[src/rtl/cpu_controller_if.sv]
// Controller <-> datapath bundle for the multicycle CPU.
// master = controller side, slave = datapath side.
interface cpu_controller_if #(
   parameter int WIDTH            = 16,
   parameter int ALU_CONT_BITS    = 6,
   parameter int OP_CODE_BITS     = 4,
   parameter int EXT_OP_CODE_BITS = 4,
   parameter int REG_BITS         = 4
);
   logic [OP_CODE_BITS-1:0]     op_code;
   logic [EXT_OP_CODE_BITS-1:0] ext_op_code;
   logic [REG_BITS-1:0]         A_index;
   logic [WIDTH-1:0]            psr_flags;
   logic                        reg_write;
   logic                        alu_A_src;
   logic                        alu_B_src;
   logic                        pc_en;
   logic                        loading;
   logic                        storing;
   logic                        instruction_en;
   logic                        mem_write;
   logic [1:0]                  pc_src;
   logic [1:0]                  reg_write_src;
   logic [ALU_CONT_BITS-1:0]    alu_cont;

   modport master (
      input  op_code, ext_op_code, A_index, psr_flags,
      output reg_write, alu_A_src, alu_B_src, pc_en, loading, storing,
             instruction_en, mem_write, pc_src, reg_write_src, alu_cont
   );

   modport slave (
      output op_code, ext_op_code, A_index, psr_flags,
      input  reg_write, alu_A_src, alu_B_src, pc_en, loading, storing,
             instruction_en, mem_write, pc_src, reg_write_src, alu_cont
   );
endinterface

[src/rtl/cpu_controller.sv]
// Multicycle control FSM: FETCH -> DECODE -> EXEC/MEM/JUMP/BRANCH -> FETCH.
// Outputs are registered (computed for the state being entered), except the
// taken-dependent pc_src in JUMP/BRANCH, which follows live psr_flags.
// Optional retired-instruction counter: define CPU_CONTROLLER_PERF_CNT_EN.
module cpu_controller #(
   parameter int WIDTH            = 16,
   parameter int ALU_CONT_BITS    = 6,
   parameter int OP_CODE_BITS     = 4,
   parameter int EXT_OP_CODE_BITS = 4,
   parameter int REG_BITS         = 4
) (
   input  logic                  clk,
   input  logic                  reset,
   cpu_controller_if.master      bus
`ifdef CPU_CONTROLLER_PERF_CNT_EN
   ,
   output logic [WIDTH-1:0]      instr_count
`endif
);

   typedef enum logic [3:0] {
      S_START, S_FETCH, S_DECODE, S_EXEC, S_MEM_RD,
      S_LD_WB, S_MEM_WR, S_JUMP, S_BRANCH
   } state_t;

   typedef struct packed {
      logic                     reg_write;
      logic                     alu_A_src;
      logic                     alu_B_src;
      logic                     pc_en;
      logic                     loading;
      logic                     storing;
      logic                     instruction_en;
      logic                     mem_write;
      logic [1:0]               pc_src;
      logic [1:0]               reg_write_src;
      logic [ALU_CONT_BITS-1:0] alu_cont;
   } ctrl_t;

   localparam logic [ALU_CONT_BITS-1:0] ALU_ADD = 6'b000101;
   localparam ctrl_t C_IDLE = '{reg_write: 1'b0, alu_A_src: 1'b1, alu_B_src: 1'b0,
                                pc_en: 1'b0, loading: 1'b0, storing: 1'b0,
                                instruction_en: 1'b0, mem_write: 1'b0,
                                pc_src: 2'd2, reg_write_src: 2'd0, alu_cont: ALU_ADD};

   state_t r_state;
   ctrl_t  r_ctrl;
   logic   r_jcond;

   logic [OP_CODE_BITS-1:0]     w_op;
   logic [EXT_OP_CODE_BITS-1:0] w_ext;
   logic [REG_BITS-1:0]         w_cond;
   logic w_is_r, w_is_imm, w_is_load, w_is_stor, w_is_jal, w_is_jcond, w_is_bcond;
   logic w_taken;
   logic [1:0] w_pc_src;
   logic w_unused_flags;

   assign w_op   = bus.op_code;
   assign w_ext  = bus.ext_op_code;
   assign w_cond = bus.A_index;
   assign w_unused_flags = ^{bus.psr_flags[WIDTH-1:8], bus.psr_flags[4:3], bus.psr_flags[1]};

   // Instruction class decode from the latched instruction fields
   always_comb begin
      w_is_r     = (w_op == 4'b0000);
      w_is_imm   = (w_op inside {4'b0101, 4'b1001, 4'b1011, 4'b0001,
                                 4'b0010, 4'b0011, 4'b1101});
      w_is_load  = (w_op == 4'b0100) && (w_ext == 4'b0000);
      w_is_stor  = (w_op == 4'b0100) && (w_ext == 4'b0100);
      w_is_jal   = (w_op == 4'b0100) && (w_ext == 4'b1000);
      w_is_jcond = (w_op == 4'b0100) && (w_ext == 4'b1100);
      w_is_bcond = (w_op == 4'b1100);
   end

   // Condition evaluation: C=bit0, L=bit2, Z=bit6
   always_comb begin
      w_taken = 1'b0;
      case (w_cond)
         4'b0000: w_taken =  bus.psr_flags[6];
         4'b0001: w_taken = ~bus.psr_flags[6];
         4'b0010: w_taken =  bus.psr_flags[0];
         4'b0011: w_taken = ~bus.psr_flags[0];
         4'b1100: w_taken =  bus.psr_flags[2];
         4'b1101: w_taken = ~bus.psr_flags[2];
         4'b1110: w_taken =  1'b1;
         default: w_taken =  1'b0;
      endcase
   end

   // pc_src: conditional transfers resolve against the current flags
   always_comb begin
      w_pc_src = r_ctrl.pc_src;
      if (r_state == S_JUMP && r_jcond) w_pc_src = w_taken ? 2'd1 : 2'd2;
      else if (r_state == S_BRANCH)     w_pc_src = w_taken ? 2'd0 : 2'd2;
   end

   // State sequencing with registered outputs for the state being entered
   always_ff @(posedge clk or negedge reset) begin
      if (!reset) begin
         r_state <= S_START;
         r_ctrl  <= C_IDLE;
         r_jcond <= 1'b0;
      end else begin
         r_ctrl <= C_IDLE;
         case (r_state)
            S_START: begin
               r_state <= S_FETCH;
               r_ctrl.instruction_en <= 1'b1;
            end
            S_FETCH: r_state <= S_DECODE;
            S_DECODE: begin
               r_jcond <= w_is_jcond;
               if (w_is_load) begin
                  r_state <= S_MEM_RD;
                  r_ctrl.loading <= 1'b1;
               end else if (w_is_stor) begin
                  r_state <= S_MEM_WR;
                  r_ctrl.storing   <= 1'b1;
                  r_ctrl.mem_write <= 1'b1;
                  r_ctrl.pc_en     <= 1'b1;
               end else if (w_is_jal || w_is_jcond) begin
                  r_state <= S_JUMP;
                  r_ctrl.pc_en <= 1'b1;
                  if (w_is_jal) begin
                     r_ctrl.reg_write     <= 1'b1;
                     r_ctrl.reg_write_src <= 2'd2;
                     r_ctrl.pc_src        <= 2'd1;
                  end
               end else if (w_is_bcond) begin
                  r_state <= S_BRANCH;
                  r_ctrl.alu_A_src <= 1'b0;
                  r_ctrl.alu_B_src <= 1'b1;
                  r_ctrl.pc_en     <= 1'b1;
               end else begin
                  // R-type, immediate, or unrecognised encoding (NOP)
                  r_state <= S_EXEC;
                  r_ctrl.pc_en <= 1'b1;
                  if (w_is_r) begin
                     r_ctrl.alu_cont  <= {2'b00, w_ext};
                     r_ctrl.reg_write <= (w_ext != 4'b1011);
                  end else if (w_is_imm) begin
                     r_ctrl.alu_B_src <= 1'b1;
                     r_ctrl.alu_cont  <= {2'b01, w_op};
                     r_ctrl.reg_write <= (w_op != 4'b1011);
                  end
               end
            end
            S_MEM_RD: begin
               r_state <= S_LD_WB;
               r_ctrl.loading       <= 1'b1;
               r_ctrl.reg_write     <= 1'b1;
               r_ctrl.reg_write_src <= 2'd1;
               r_ctrl.pc_en         <= 1'b1;
            end
            S_EXEC, S_LD_WB, S_MEM_WR, S_JUMP, S_BRANCH: begin
               r_state <= S_FETCH;
               r_ctrl.instruction_en <= 1'b1;
            end
            default: r_state <= S_START;
         endcase
      end
   end

`ifdef CPU_CONTROLLER_PERF_CNT_EN
   logic [WIDTH-1:0] r_instr_count;

   // Count retirements: every final state returns to FETCH on the next edge
   always_ff @(posedge clk or negedge reset) begin
      if (!reset) r_instr_count <= '0;
      else if (r_state inside {S_EXEC, S_LD_WB, S_MEM_WR, S_JUMP, S_BRANCH})
         r_instr_count <= r_instr_count + 1'b1;
   end

   assign instr_count = r_instr_count;
`endif

   assign bus.reg_write      = r_ctrl.reg_write;
   assign bus.alu_A_src      = r_ctrl.alu_A_src;
   assign bus.alu_B_src      = r_ctrl.alu_B_src;
   assign bus.pc_en          = r_ctrl.pc_en;
   assign bus.loading        = r_ctrl.loading;
   assign bus.storing        = r_ctrl.storing;
   assign bus.instruction_en = r_ctrl.instruction_en;
   assign bus.mem_write      = r_ctrl.mem_write;
   assign bus.pc_src         = w_pc_src;
   assign bus.reg_write_src  = r_ctrl.reg_write_src;
   assign bus.alu_cont       = r_ctrl.alu_cont;

endmodule

[src/flat_wrapper.sv]
// flat-port wrapper written by rule: the top's interface ports become plain ports
module cpu_controller_flat 
#(
   parameter int WIDTH            = 16,
   parameter int ALU_CONT_BITS    = 6,
   parameter int OP_CODE_BITS     = 4,
   parameter int EXT_OP_CODE_BITS = 4,
   parameter int REG_BITS         = 4
)
  (clk, reset, bus_op_code, bus_ext_op_code, bus_A_index, bus_psr_flags, bus_reg_write, bus_alu_A_src, bus_alu_B_src, bus_pc_en, bus_loading, bus_storing, bus_instruction_en, bus_mem_write, bus_pc_src, bus_reg_write_src, bus_alu_cont);
  cpu_controller_if #(.WIDTH(WIDTH), .ALU_CONT_BITS(ALU_CONT_BITS), .OP_CODE_BITS(OP_CODE_BITS), .EXT_OP_CODE_BITS(EXT_OP_CODE_BITS), .REG_BITS(REG_BITS)) bus_i ();
  input  logic clk;
  input  logic reset;
  input wire logic [$bits(bus_i.op_code)-1:0] bus_op_code;
  input wire logic [$bits(bus_i.ext_op_code)-1:0] bus_ext_op_code;
  input wire logic [$bits(bus_i.A_index)-1:0] bus_A_index;
  input wire logic [$bits(bus_i.psr_flags)-1:0] bus_psr_flags;
  output wire logic [$bits(bus_i.reg_write)-1:0] bus_reg_write;
  output wire logic [$bits(bus_i.alu_A_src)-1:0] bus_alu_A_src;
  output wire logic [$bits(bus_i.alu_B_src)-1:0] bus_alu_B_src;
  output wire logic [$bits(bus_i.pc_en)-1:0] bus_pc_en;
  output wire logic [$bits(bus_i.loading)-1:0] bus_loading;
  output wire logic [$bits(bus_i.storing)-1:0] bus_storing;
  output wire logic [$bits(bus_i.instruction_en)-1:0] bus_instruction_en;
  output wire logic [$bits(bus_i.mem_write)-1:0] bus_mem_write;
  output wire logic [$bits(bus_i.pc_src)-1:0] bus_pc_src;
  output wire logic [$bits(bus_i.reg_write_src)-1:0] bus_reg_write_src;
  output wire logic [$bits(bus_i.alu_cont)-1:0] bus_alu_cont;
  assign bus_i.op_code = bus_op_code;
  assign bus_i.ext_op_code = bus_ext_op_code;
  assign bus_i.A_index = bus_A_index;
  assign bus_i.psr_flags = bus_psr_flags;
  assign bus_reg_write = bus_i.reg_write;
  assign bus_alu_A_src = bus_i.alu_A_src;
  assign bus_alu_B_src = bus_i.alu_B_src;
  assign bus_pc_en = bus_i.pc_en;
  assign bus_loading = bus_i.loading;
  assign bus_storing = bus_i.storing;
  assign bus_instruction_en = bus_i.instruction_en;
  assign bus_mem_write = bus_i.mem_write;
  assign bus_pc_src = bus_i.pc_src;
  assign bus_reg_write_src = bus_i.reg_write_src;
  assign bus_alu_cont = bus_i.alu_cont;
  cpu_controller #(.WIDTH(WIDTH), .ALU_CONT_BITS(ALU_CONT_BITS), .OP_CODE_BITS(OP_CODE_BITS), .EXT_OP_CODE_BITS(EXT_OP_CODE_BITS), .REG_BITS(REG_BITS)) u_core (.clk(clk), .reset(reset), .bus(bus_i));
endmodule
[config.mk]
export PLATFORM = sky130hd
export DESIGN_NAME = cpu_controller_flat
export DESIGN_NICKNAME = d
export VERILOG_FILES = /design/src/rtl/cpu_controller_if.sv /design/src/rtl/cpu_controller.sv /design/src/flat_wrapper.sv
export SDC_FILE = /design/constraint.sdc
export NUM_CORES = 1
export LEC_CHECK = 0
export CORE_MARGIN = 2
export CORE_UTILIZATION = 43
export CTS_BUF_LIST = sky130_fd_sc_hd__clkbuf_8 sky130_fd_sc_hd__clkbuf_16
export DETAILED_ROUTE_END_ITERATION = 6
export PLACE_DENSITY = 0.82
export SYNTH_ARGS = -nofsm -noshare
export SYNTH_HDL_FRONTEND = slang
export SYNTH_SLANG_ARGS = --single-unit
[constraint.sdc]
create_clock -name clk -period 2.69 [get_ports clk]
set_input_delay 0.6725 -clock clk [delete_from_list [all_inputs] [get_ports clk]]
set_output_delay 0.6725 -clock clk [all_outputs]
set_load 0.005 [all_outputs]
==> flow_summary_export.csv <==
group,metric,value,unit
run_status,status,"finished clean",
timing,finalCritPeriodShare,96.8,%
finish,drive_gt1_share,12.2,%
timing,rsz0062_at_grt,"false",
synth,syn-cell-area,1030,um^2
worst_setup_path,critPathArrivalTime,1930,ps
global_routing,grt.overflow.total,0,
power,p_leak,0.662,nW
synth,syn_avg_cell_area,10.1,um^2
flow_run,cap_violations,0,
timing,skew,3.58,ps
clock_network,cts_htree_levels,1,
synth,synth_top_family_by_area,"simple AND/OR/NAND/NOR gates",
global_routing,grt_pass1_vias,755,
clock_network,root_buffer,"clkbuf_8",
routing,vias,853,
finish,layout.nets,162,
finish,antennaDiodeCount,0,
synth,synth_edf_count,0,
routing,wl_met2,953,um
routing,viasPerCell,5.36,
timing,whs,526,ps
finish,instances_no_fill,159,
worst_hold_path,hp-class,"register to register",
synth,synth_mux_area_share,1.95,%
routing,wl,1990,um
worst_setup_path,crit_type,"primary input to output port",
floorplanning,die_w,52.9,um
timing,setup_viol,0,
clock_network,clock_sinks,21,
power,ir_drop,0.459,mV
synth,ys_types,36,
place,place.gp.congestion,0.847,
timing,hold_violations,0,
synth,synth_most_common_cell,"dfrtp_1",
floorplanning,ios,48,
clock_network,insertion_delay,260,ps
synth,yosysWarnings,0,
timing,drv_slew,0,
floorplanning,start_util,46.1,%
place,dp_hpwl,1500,um
floorplanning,core_area,2230,um^2
global_routing,globalRouteTotalUtil,16.1,%
power,p_total,0.000850,W
routing,wl_per_cell,12.5,um
power,power_density,613,nW/um^2
routing,top_layer,"met4",
place,io_buffers,33,
synth,yosys.area.top_type,"dfrtp_1",
timing,worst_slew_pin_slew,773,ps
global_routing,grt_antenna_before_repair,0,
clock_network,clk_path_buf_depth,2,
synth,netlist.area_leader.share,41.4,%
global_routing,grt_max_degree,22,
clock_network,cts_tree,"yes",
synth,netlist_top_cells_count,"dfrtp_1 (17), inv_1 (11), buf_4 (9)",
clock_network,cts_hold_buf,0,
timing,min_period,2600,ps
worst_setup_path,required,2020,ps
synth,synth_top_cells_by_area,"dfrtp_1 (41%), dfstp_2 (10%), buf_4 (6.6%)",
synth,yosys.area_share.xor_xnor,0,%
place,placedCellCount,155,
routing,wl_met1,876,um
clock_network,post-cts-setup-buffers,0,
synth,synth_simple_gate_area_share,18.6,%
timing,fmax,384,MHz
finish,final_core_util,62.1,%
routing,drtIter0Drc,21,
worst_setup_path,path_max_fanout,2,
routing,dr_wl_met3,122,um
worst_setup_path,start_kind,"primary input",
clock_network,cts_buffers,3,
synth,synth_seq_area_share,51.6,%
synth,synth_seq_cells,21,
routing,drc,0,
floorplanning,die_y,52.9,um
routing,firstDrtPassIters,4,
synth,synth-compound-area-share,15.1,%
synth,synthArstFlopShare,100,%
synth,yosys.area_share.adder,0.973,%
routing,ant_nets,0,
clock_network,path_clk_slew,70,ps
floorplanning,dieArea,2800,um^2
floorplanning,fp-row-count,17,
global_routing,grt_pass1_wl,3250,um
synth,synth_nets,132,
finish,syn_to_final_growth,34.8,%
timing,relSlewSlack,47.7,%
worst_setup_path,crit_path_end_kind,"output port",
synth,synthCells,102,
synth,ys.flop_type,"dfrtp_1",
timing,setup_tns,0,ps
## final timing paths
path	from	endpoint	slack, ps	depth (start not counted)
hold / removal	u_core.r_jcond$_DFFE_PN0P_	u_core.r_jcond$_DFFE_PN0P_	530	2
max in group asynchronous	reset	u_core.r_ctrl[9]$_DFF_PN1_	1680	2
min in group asynchronous	reset	u_core.bus.instruction_en$_DFF_PN0_	740	2
hold reg to reg	u_core.r_jcond$_DFFE_PN0P_	u_core.r_jcond$_DFFE_PN0P_	530	2
setup reg to reg	u_core.r_state[0]$_DFF_PN0_	u_core.bus.reg_write$_DFF_PN0_	800	3
setup / recovery	bus_psr_flags[0]	bus_pc_src[0]	90	6
## cell usage in the layout, fill, tap and decap left out, types with 2 or more instances in the layout
cell and instances:
clkdlybuf4s50_1 28, dfrtp_1 17, inv_1 11, nor2_1 7
nand3_1 5, a21oi_1 5, o21ai_0 5, nand2_1 4
dfstp_2 4, nor3_1 3, clkbuf_8 3, buf_4 3
nand2b_1 2, mux2i_1 2, o211ai_1 2, nor4bb_1 2
a211oi_1 2, nor4b_1 2, dlymetal6s2s_1 2
## registers in the layout, summed over array words and instances (netlist names)
| signal | cells |
|---|---|
| u_core.bus.alu_B_src | 1 |
| u_core.bus.instruction_en | 1 |
| u_core.r_ctrl | 2 |
| u_core.r_jcond | 1 |
| u_core.bus.mem_write | 1 |
| u_core.bus.reg_write | 1 |
| u_core.bus.alu_A_src | 1 |
| u_core.bus.pc_en | 1 |
| u_core.bus.alu_cont | 5 |
| u_core.bus.loading | 1 |
| u_core.bus.reg_write_src | 2 |
| u_core.r_state | 4 |
## layer usage
layer,vias to the layer above,track usage (%)
li1,414,-
met1,400,19.8
met2,34,27.1
met3,5,2.82
met4,0,7.69
met5,-,0
## kinds of logic after synthesis
family	Yosys count
simple gates	32
compound gates	23
buf+inv	22
flops	21
mux	2
fa+ha+maj	1
other cells	1
## stage by stage
stage	instance area, um^2	worst slack (ps)
CTS	1380	35.9
finish	1390	87.0
detailed placement	1340	-382
floorplan	1030	620
global route	1390	23.9
global placement	1340	-376
## critical path, cell delays in order
cell	delay (ps)
clkdlybuf4s50_1	450
mux2i_1	80
o311a_1	300
a31oi_2	160
a22o_1	150
buf_2	100
## timing repair
action | in CTS | in global routing
endpoints found under the hold margin | 0 | 0
resized for setup | 7 | 4
setup endpoints to repair | 2 | 2
pin swaps | 1 | 0
## cell type report
class                           instances  area [um^2]
Fill cell                             193          847
Sequential cell                        21          531
Multi-Input combinational cell         59          387
Timing Repair Buffer                   36          347
Clock buffer                            3         41.3
Inverter                               11         41.3
Tap cell                               28         35.0
Clock inverter                          1         5.00
## power breakdown
group | leakage [nW] | internal, W | switching, W | total [W]
Combinational | 0.365 | 0.000138 | 0.000111 | 0.000249
Sequential | 0.271 | 0.000368 | 0.0000319 | 0.000400
Clock | 0.0255 | 0.000103 | 0.0000978 | 0.000201
No activity file was read; power rests on OpenSTA's default activity.
